**config.mk**
```make
export PLATFORM = sky130hd
export DESIGN_NAME = branch_pred_ctrl
export DESIGN_NICKNAME = d
export VERILOG_FILES = /design/src/rtl/branch_pred_ctrl_pkg.sv /design/src/rtl/branch_pred_ctrl_queue.sv /design/src/rtl/branch_pred_ctrl.sv
export SDC_FILE = /design/constraint.sdc
export NUM_CORES = 2
export LEC_CHECK = 0
export ABC_AREA = 1
export CAP_MARGIN = 20
export CORE_MARGIN = 4
export CORE_UTILIZATION = 60
export DETAILED_ROUTE_END_ITERATION = 8
export PLACE_DENSITY = 0.76
export SLEW_MARGIN = 20
export SYNTH_ARGS = -nofsm -noshare
export SYNTH_HDL_FRONTEND = slang
export SYNTH_SLANG_ARGS = --single-unit
export TNS_END_PERCENT = 5
```
**constraint.sdc**
```tcl
create_clock -name CLK -period 7 [get_ports CLK]
set_input_delay 1.4 -clock CLK [delete_from_list [all_inputs] [get_ports CLK]]
set_output_delay 1.4 -clock CLK [all_outputs]
set_load 0.1 [all_outputs]
```
**src/rtl/branch_pred_ctrl_pkg.sv**
```systemverilog
// Shared datapath types for fetch-stage branch prediction.
//   bpred_t        : 2-bit predictor state (not-taken/taken, hard/soft)
//   bpq_entry_t    : one in-flight prediction {pc, pred, npc}
//   bpred_next()   : predictor state step for a resolved outcome
//   bpred_is_taken(): whether a state predicts taken
package branch_pred_ctrl_pkg;

  typedef enum logic [1:0] {
    BPRED_NH = 2'b00,  // not-taken, hard
    BPRED_NS = 2'b01,  // not-taken, soft
    BPRED_TH = 2'b10,  // taken, hard
    BPRED_TS = 2'b11   // taken, soft
  } bpred_t;

  typedef struct packed {
    logic [31:0] pc;
    logic        pred;
    logic [31:0] npc;
  } bpq_entry_t;

  // Taken walks NH->NS->TH (TS recovers straight to TH); not-taken walks
  // TH->TS->NH (NS falls straight back to NH).
  function automatic bpred_t bpred_next(input bpred_t cur, input logic taken);
    bpred_t nxt;
    case (cur)
      BPRED_NH: nxt = taken ? BPRED_NS : BPRED_NH;
      BPRED_NS: nxt = taken ? BPRED_TH : BPRED_NH;
      BPRED_TH: nxt = taken ? BPRED_TH : BPRED_TS;
      BPRED_TS: nxt = taken ? BPRED_TH : BPRED_NH;
      default:  nxt = BPRED_NH;
    endcase
    return nxt;
  endfunction

  function automatic logic bpred_is_taken(input bpred_t cur);
    return (cur == BPRED_TH) || (cur == BPRED_TS);
  endfunction

endpackage

```
**src/rtl/branch_pred_ctrl_queue.sv**
```systemverilog
// In-flight prediction FIFO (power-of-2 depth).
//   CLK, nRST : clock, async active-low reset
//   push/wdata: enqueue when not full
//   pop       : dequeue head when not empty
//   clear     : synchronous empty; overrides push/pop
//   head      : current head entry (valid when ~empty)
//   full, empty, count : occupancy
module branch_pred_ctrl_queue
  import branch_pred_ctrl_pkg::*;
#(
  parameter int DEPTH = 4,
  localparam int PTR_W = $clog2(DEPTH)
) (
  input  logic             CLK,
  input  logic             nRST,
  input  logic             push,
  input  logic             pop,
  input  logic             clear,
  input  bpq_entry_t       wdata,
  output bpq_entry_t       head,
  output logic             full,
  output logic             empty,
  output logic [PTR_W:0]   count
);

  bpq_entry_t       mem_r [DEPTH];
  logic [PTR_W-1:0] wr_ptr_r;
  logic [PTR_W-1:0] rd_ptr_r;
  logic [PTR_W:0]   cnt_r;
  logic             do_push_s;
  logic             do_pop_s;

  assign full      = (cnt_r == (PTR_W+1)'(DEPTH));
  assign empty     = (cnt_r == {(PTR_W+1){1'b0}});
  assign count     = cnt_r;
  assign head      = mem_r[rd_ptr_r];
  assign do_push_s = push & ~full;
  assign do_pop_s  = pop & ~empty;

  // Storage, pointers and occupancy; pointers wrap naturally at DEPTH.
  always_ff @(posedge CLK or negedge nRST) begin
    if (!nRST) begin
      for (int i = 0; i < DEPTH; i++) mem_r[i] <= '0;
      wr_ptr_r <= {PTR_W{1'b0}};
      rd_ptr_r <= {PTR_W{1'b0}};
      cnt_r    <= {(PTR_W+1){1'b0}};
    end else if (clear) begin
      wr_ptr_r <= {PTR_W{1'b0}};
      rd_ptr_r <= {PTR_W{1'b0}};
      cnt_r    <= {(PTR_W+1){1'b0}};
    end else begin
      if (do_push_s) begin
        mem_r[wr_ptr_r] <= wdata;
        wr_ptr_r        <= wr_ptr_r + {{(PTR_W-1){1'b0}}, 1'b1};
      end
      if (do_pop_s) begin
        rd_ptr_r <= rd_ptr_r + {{(PTR_W-1){1'b0}}, 1'b1};
      end
      case ({do_push_s, do_pop_s})
        2'b10:   cnt_r <= cnt_r + {{PTR_W{1'b0}}, 1'b1};
        2'b01:   cnt_r <= cnt_r - {{PTR_W{1'b0}}, 1'b1};
        default: cnt_r <= cnt_r;
      endcase
    end
  end

endmodule

```
**src/rtl/branch_pred_ctrl.sv**
```systemverilog
// Fetch-stage branch prediction controller.
//   CLK, nRST                : clock, async active-low reset
//   fetch_en, pc, pc4        : fetch advance and current PC / PC+4
//   npc, pred_taken          : combinational prediction for pc
//   fetch_stall              : in-flight FIFO full
//   res_valid/is_br/pc/taken/target : resolve-stage retirement info
//   flush, redirect_pc       : registered 1-cycle squash and corrected PC
//   q_err                    : sticky pop-on-empty
//   hit_cnt, miss_cnt        : saturating prediction statistics
module branch_pred_ctrl
  import branch_pred_ctrl_pkg::*;
#(
  parameter int IDX_W  = 4,
  parameter int QDEPTH = 4,
  parameter int CNT_W  = 16
) (
  input  logic             CLK,
  input  logic             nRST,
  input  logic             fetch_en,
  input  logic [31:0]      pc,
  input  logic [31:0]      pc4,
  output logic [31:0]      npc,
  output logic             pred_taken,
  output logic             fetch_stall,
  input  logic             res_valid,
  input  logic             res_is_br,
  input  logic [31:0]      res_pc,
  input  logic             res_taken,
  input  logic [31:0]      res_target,
  output logic             flush,
  output logic [31:0]      redirect_pc,
  output logic             q_err,
  output logic [CNT_W-1:0] hit_cnt,
  output logic [CNT_W-1:0] miss_cnt
);

  localparam int ENTRIES = 1 << IDX_W;
  localparam int TAG_W   = 30 - IDX_W;
  localparam int QCNT_W  = $clog2(QDEPTH) + 1;

  bpred_t            state_r  [ENTRIES];
  logic              valid_r  [ENTRIES];
  logic [TAG_W-1:0]  tag_r    [ENTRIES];
  logic [31:0]       target_r [ENTRIES];

  logic              flush_r;
  logic [31:0]       redirect_r;
  logic              q_err_r;
  logic [CNT_W-1:0]  hit_cnt_r;
  logic [CNT_W-1:0]  miss_cnt_r;

  logic [IDX_W-1:0]  f_idx_s;
  logic [TAG_W-1:0]  f_tag_s;
  logic              f_hit_s;
  logic [IDX_W-1:0]  r_idx_s;
  logic [TAG_W-1:0]  r_tag_s;

  bpq_entry_t        push_entry_s;
  bpq_entry_t        q_head_s;
  bpq_entry_t        res_entry_s;
  logic              q_full_s;
  logic              q_empty_s;
  logic [QCNT_W-1:0] q_count_s;
  logic              push_s;
  logic              pop_req_s;
  logic              resolve_s;
  logic              mispredict_s;
  logic              correct_s;

  // Lookup: reads registered table state, so a same-cycle training write
  // to the same index is not visible until the next cycle.
  assign f_idx_s    = pc[IDX_W+1:2];
  assign f_tag_s    = pc[31:IDX_W+2];
  assign f_hit_s    = valid_r[f_idx_s] && (tag_r[f_idx_s] == f_tag_s);
  assign pred_taken = f_hit_s && bpred_is_taken(state_r[f_idx_s]);
  assign npc        = pred_taken ? target_r[f_idx_s] : pc4;

  assign r_idx_s = res_pc[IDX_W+1:2];
  assign r_tag_s = res_pc[31:IDX_W+2];

  assign fetch_stall = q_full_s;
  assign push_s      = fetch_en & ~q_full_s & ~flush_r;
  assign pop_req_s   = res_valid & ~flush_r;

  assign push_entry_s.pc   = pc;
  assign push_entry_s.pred = pred_taken;
  assign push_entry_s.npc  = npc;

  branch_pred_ctrl_queue #(.DEPTH(QDEPTH)) u_queue (
    .CLK   (CLK),
    .nRST  (nRST),
    .push  (push_s),
    .pop   (pop_req_s),
    .clear (flush_r),
    .wdata (push_entry_s),
    .head  (q_head_s),
    .full  (q_full_s),
    .empty (q_empty_s),
    .count (q_count_s)
  );

  // Resolve compare against the FIFO head; an empty FIFO stands in a
  // not-taken fall-through prediction so the branch still gets checked.
  always_comb begin
    res_entry_s  = q_head_s;
    resolve_s    = res_valid & res_is_br & ~flush_r;
    mispredict_s = 1'b0;
    correct_s    = 1'b0;
    if (q_empty_s) begin
      res_entry_s.pc   = res_pc;
      res_entry_s.pred = 1'b0;
      res_entry_s.npc  = res_pc + 32'd4;
    end else begin
      res_entry_s = q_head_s;
    end
    if (resolve_s) begin
      mispredict_s = (res_entry_s.pred != res_taken) ||
                     (res_taken && (res_entry_s.npc != res_target));
      correct_s    = ~mispredict_s;
    end else begin
      mispredict_s = 1'b0;
      correct_s    = 1'b0;
    end
  end

  // Predictor table training; tag/target only learned on taken outcomes.
  always_ff @(posedge CLK or negedge nRST) begin
    if (!nRST) begin
      for (int i = 0; i < ENTRIES; i++) begin
        state_r[i]  <= BPRED_NH;
        valid_r[i]  <= 1'b0;
        tag_r[i]    <= {TAG_W{1'b0}};
        target_r[i] <= 32'd0;
      end
    end else if (resolve_s) begin
      state_r[r_idx_s] <= bpred_next(state_r[r_idx_s], res_taken);
      if (res_taken) begin
        valid_r[r_idx_s]  <= 1'b1;
        tag_r[r_idx_s]    <= r_tag_s;
        target_r[r_idx_s] <= res_target;
      end
    end
  end

  // Flush/redirect, sticky queue error and saturating statistics.
  always_ff @(posedge CLK or negedge nRST) begin
    if (!nRST) begin
      flush_r    <= 1'b0;
      redirect_r <= 32'd0;
      q_err_r    <= 1'b0;
      hit_cnt_r  <= {CNT_W{1'b0}};
      miss_cnt_r <= {CNT_W{1'b0}};
    end else begin
      flush_r <= mispredict_s;
      if (mispredict_s) begin
        redirect_r <= res_taken ? res_target : (res_pc + 32'd4);
      end
      if (pop_req_s && q_empty_s) begin
        q_err_r <= 1'b1;
      end
      if (correct_s && (hit_cnt_r != {CNT_W{1'b1}})) begin
        hit_cnt_r <= hit_cnt_r + {{(CNT_W-1){1'b0}}, 1'b1};
      end
      if (mispredict_s && (miss_cnt_r != {CNT_W{1'b1}})) begin
        miss_cnt_r <= miss_cnt_r + {{(CNT_W-1){1'b0}}, 1'b1};
      end
    end
  end

  assign flush       = flush_r;
  assign redirect_pc = redirect_r;
  assign q_err       = q_err_r;
  assign hit_cnt     = hit_cnt_r;
  assign miss_cnt    = miss_cnt_r;

endmodule

```
Yosys cells after proc, flatten, opt, wreduce, memory -nomap -nowiden
Cells that the tools add are included.

word-level totals
  register bits after elaboration = 1309
  logic and storage cells = 192
  output and inout port bits = 100
  input bits = 134

cells by class
  reductions and logical operators = 18
  add/subtract/negate cells = 7
  bitwise logic cells = 16
  equal/unequal tests = 13
  mux-type cells = 48
  $lt $le $gt $ge = 6

operators by type and width
  kind                     number
  $bwmux W512              1
  $bwmux W416              1
  $bwmux W260              1
  $mux W32                 5
  $bmux W65 S2             1
  $demux W65 S2            1
  $bmux W32 S4             1
  $demux W32 S4            1
  $bmux W26 S4             1
  $demux W26 S4            1
  $mux W33                 3
  $mux W26                 3
  $mux W65                 1
  $add A16 B1 Y16 const B  2
  $add A32 B3 Y32 const B  1
  $bwmux W32               1
  $ne A16 B16 Y1 const B   2
  $ne A32 B32 Y1           1
  $eq A26 B26 Y1           1
  $mux W2                  11
  $bmux W2 S4              2
  $or A16 B16 Y16          1
  $eq A2 B2 Y1 const B     5
  $ge A5 B5 Y1 const B     2
  28 further kinds         58

Longest topological paths before layout
  word-level depth = 11
  depth in mapped cells = 21
  gate-level depth less buffers = 20

Cells and area by module
Synthesis repeated with hierarchy kept, for this count alone.

second synthesis, totals
  cells, all modules = 7497
  area total of the unflattened synthesis = 61348.8 µm²

by module, submodules not included
  module                  times used  area each (µm²)  cells each
  branch_pred_ctrl        1           49268.5          6163
  branch_pred_ctrl_queue  1           12080.3          1334

Worst setup path before layout
No wires, ideal clock.

  path kind = input to output
  start = input pc[4]
  end = output npc[10]
  path slack = 1.675 ns
  cell stages on the path = 14
  buffers on the path = 4
  data arrival time = 3.925 ns
  path through = buf_2 inv_1 buf_4 clkbuf_1 o211ai_1 nand3_1 nand2_1 nand2_1 nand3_1 nor2_1 nand3_2 buf_2 o21bai_2 and2_1

between the ends
  word-level cells in the longest chain between the ends = 8
  elaborated cells on any way between the ends = 20

RTL lines
  what                                                                     RTL line                                                                RTL
  start: declaration                                                       branch_pred_ctrl.sv:20                                                  input logic [31:0] pc,
  $not A4 Y5 (implied by the code) *                                       branch_pred_ctrl.sv:74, branch_pred_ctrl.sv:75, branch_pred_ctrl.sv:76
  $bmux W26 S4 or $bmux W2 S4 (tied branches)                              branch_pred_ctrl.sv:74, branch_pred_ctrl.sv:75
  $mux W26 (implied by the code) or $mux W2 (tied branches) (2 in series)  branch_pred_ctrl.sv:74, branch_pred_ctrl.sv:75
  $eq A26 B26 Y1 or $eq A2 B2 Y1 (tied branches)                           branch_pred_ctrl.sv:74, branch_pred_ctrl_pkg.sv:36
  $logic_and A1 B1 Y1 or $logic_or A1 B1 Y1 (tied branches)                branch_pred_ctrl.sv:74, branch_pred_ctrl_pkg.sv:36
  $logic_and A1 B1 Y1                                                      branch_pred_ctrl.sv:75                                                  assign pred_taken = f_hit_s && bpred_is_taken(state_r[f_idx_s]);
  $mux W32 *                                                               branch_pred_ctrl.sv:76                                                  assign npc = pred_taken ? target_r[f_idx_s] : pc4;
  end: declaration                                                         branch_pred_ctrl.sv:22                                                  output logic [31:0] npc,

Mark *: on every way between the ends. The rest lies on a longest branch, timed or not. The select of a mux whose other input is x is not followed.

Worst setup path in the final report
  start = input pc[2]
  end = output npc[19]

Same word-level chain as after synthesis.

==> results.cfg <==
[run_status]
status = finished clean

[floorplanning]
die-area_mm2 = 0.0984
initial_core_util = 0.608
core-area_mm2 = 0.0922
core.rowCount = 111
io_pins = 234
die_y_um = 314
chipWidth_um = 314

[worst_setup_path]
cpPeakStageDelay_ns = 0.44
crit_path_end_kind = output pin
cpLargestDelayFamily = buffers and inverters
startpoint_type = input pin
crit_fanout = 84
path_cells = buf_8 > inv_8 > buf_4 > nor2_1 > nor2_1 > o21ai_0 > nand3_1 > nand2_1 > nand2_1 > nand2_1 > nand2_1 > nand2_1 > nor2_1 > nand2_1 > nor2_1 > nand2_2 > buf_4 > o21bai_2 > and2_1 > buf_12
critPathMostFrequentCell = nand2_1
slowest_stage = inv_8
worst_ep_arrival_time_ns = 5.11
required_ns = 5.60
critical_path_class = input pin to output pin
crit_buf_inv = 5

[cells_and_area]
area_delta_synth_final_pct = 13.0
layout-drive-gt1-share = 0.0619
multiInputGateArea_mm2 = 0.0236
nets = 7071
ff_latch_area_mm2 = 0.0296
num-fill-cells = 7509

[timing]
fin_hold_ws_ns = 0.449
fin_tns_setup_ns = 0
worstMarginPinSlew_ns = 1.13
relSlewSlack = 0.247
fmax_ghz = 0.153
setup_viol = 0
slew_viol_final = 0
skew_ns = 0.0217
hold_viol_final = 0
finalCritPeriodShare = 0.931
rsz0062_at_grt = no
period_needed_ns = 6.51

[drt]
detail-route-antenna-nets = 0
dr.pass1.iters = 6
finalWirelength_mm = 179
drt_iter0_drc = 6997
wl_per_cell_um = 21.7
drc = 0
num_vias = 50600
viasPerCell = 6.12

[clocking]
clk_pin_slew_worst_paths_ns = 0.06
h-tree-depth = 3
postCtsSetupRepairBufs = 0
holdBufCountCts = 0
cts_tree = built
cts_resized = 0
cts_buffers = 120
cts.sinks = 1181
insertion_delay_ns = 0.72
cts_max_path_buffers = 3
cts_root_buf = clkbuf_16

[run]
cap_violations = 0

[yosys]
syn_area_mm2 = 0.0560
yosysWarnings = 0
synth_seq_cells = 1181
synth_fp_nets = 7148
yosysSeqAreaShare = 0.527
avgSynthCellArea_um2 = 8.00
synthCells = 7003
netlist_top_cells_area = dfrtp_1 53%, nand2_1 13%, o21ai_0 13%
yosys.area.top_type = dfrtp_1
ys_types = 46
synth_top_cell_area_share = 0.527

[grt]
grt_pass1_vias = 47600
overflow = 0
grt_start_max_net_pins = 183
antenna_found_initial = 10
use_met1 = 0.482
use_met3 = 0.0666
grt_pass1_wl_mm = 277
grt-busiest-layer = met2
track_usage = 0.360
grtUsageMet2 = 0.564

[place]
place.gp.congestion = 0.964
place_hpwl_mm = 108
io_buffers = 231

[power]
ir_drop_v = 0.000265
p_leak_nw = 29.6
p_per_area_mw_per_mm2 = 321

[hold_path]
hold_class = flip-flop to flip-flop
kinds of logic after synthesis:
| kind of cell | Yosys count | synth area share |
|---|---|---|
| adder cells (fa/ha/maj) | 11 | 0.00259 |
| AND/OR/NAND/NOR | 3102 | 0.223 |
| multiplexers | 4 | 0.000804 |
| AO/OA/AOI/OAI | 1913 | 0.187 |
| flip-flops | 1181 | 0.527 |
| buffers and inverters | 757 | 0.0540 |
| XOR/XNOR | 35 | 0.00547 |
placed cells by master, fill, tap and decap left out, types with 13 or more instances in the layout:
cell type        Yosys  routed
nand2_1           1931    1916
o21bai_2            30      30
o22ai_1             87      87
o21ai_1             75      76
nor3_1              13      13
nand2_4             10      24
o221ai_1            78      78
xor2_1              16      16
nor2_1             677     675
buf_4                8      88
a31oi_1             32      32
dfrtp_1           1181    1180
clkdlybuf4s50_1      0     192
o211ai_1            97      97
xnor2_1             19      19
clkinv_2             0      21
and2_1              35      35
clkbuf_16            0     120
clkbuf_1           401      29
clkbuf_8             0      33
nand3_1            387     387
inv_1              209     207
a21oi_1             84      84
buf_12               0      49
o21ai_0           1421    1420
flip-flops by register name (all words and copies together) (netlist names), 3 cells and up:
| signal | cells |
|---|---|
| target_r | 512 |
| tag_r | 416 |
| u_queue.mem_r | 132 |
| redirect_pc | 32 |
| state_r | 32 |
| hit_cnt | 16 |
| miss_cnt | 16 |
| valid_r | 16 |
| u_queue.count | 3 |
final cells by class:
type / instances / share of cell area
Tap cell: 1243 / 0.0246
Sequential cell: 1181 / 0.467
Clock inverter: 41 / 0.00828
Multi-Input combinational cell: 5065 / 0.373
Timing Repair Buffer: 337 / 0.0579
Clock buffer: 181 / 0.0561
Inverter: 221 / 0.0134
Antenna cell: 8 / 0.000316
final timing paths:
check	from	to	slack, ns	cells after the start
worst min-delay path	valid_r[5]$_DFFE_PN0P_	valid_r[5]$_DFFE_PN0P_	0.45	2
min in group asynchronous	nRST	tag_r[299]$_DFFE_PN0P_	0.71	1
worst max register to register	u_queue.rd_ptr_r[0]$_DFFE_PN0P_	hit_cnt[2]$_DFFE_PN0P_	2.54	17
max in group asynchronous	nRST	target_r[10]$_DFFE_PN0P_	4.65	3
worst min register to register	valid_r[5]$_DFFE_PN0P_	valid_r[5]$_DFFE_PN0P_	0.45	2
worst max-delay path	pc[2]	npc[19]	0.49	20
cells in the mapped netlist, drive strengths merged:
| cell type | instances |
|---|---|
| fa | 1 |
| a21boi | 1 |
| nor4 | 3 |
| a22o | 1 |
| nand4 | 13 |
| o22ai | 87 |
| buf | 135 |
| o21bai | 34 |
| clkinv | 8 |
| o21ai | 1496 |
| clkbuf | 401 |
| nor4b | 2 |
| a21oi | 84 |
| xnor2 | 19 |
| nor3 | 13 |
| xor2 | 16 |
| dfrtp | 1181 |
| nand2 | 1953 |
| a31oi | 32 |
| nand3 | 390 |
| and2 | 35 |
| a21o | 1 |
| nor2 | 687 |
| nand3b | 5 |
| mux2 | 4 |
| o211ai | 97 |
| o221ai | 78 |
| a32o | 2 |
| or2 | 1 |
| ha | 10 |
| inv | 213 |
layer usage:
metal / part of all wire / wire length [µm]
met5: 0 / 0
met4: 0.058 / 10400
met3: 0.091 / 16400
met2: 0.46 / 82200
met1: 0.39 / 70300
worst reg2reg max path: cells and delay by family (launching register included):
kind / cells / cell delay, ns
DFF: 1 / 0.45
AOI/OAI and AO/OA: 1 / 0.09
buffers and inverters: 2 / 1.17
and+or+nand+nor: 14 / 2.60
power by group:
group	leakage (nW)	internal [mW]	switching (mW)
clock	2.02	3.86	2.74
combinational	12.1	1.51	3.46
sequential	15.5	8.05	0.684
total	29.6	13.4	6.89
stage by stage:
step / util / area (µm²) / power (mW) / cells / worst slack, ns
floorplan: - / 56000 / 12.1 / 7003 / 1.67
global placement: 0.641 / 59100 / 13.5 / 8044 / 0.679
detailed placement: 0.641 / 59100 / 13.7 / 8044 / 0.658
CTS: 0.686 / 63200 / 20.2 / 8266 / 0.645
global route: 0.686 / 63300 / 21.3 / 8276 / 0.308
finish: 0.686 / 63300 / 20.3 / 8277 / 0.485
Power figures use the tool's default switching activity.
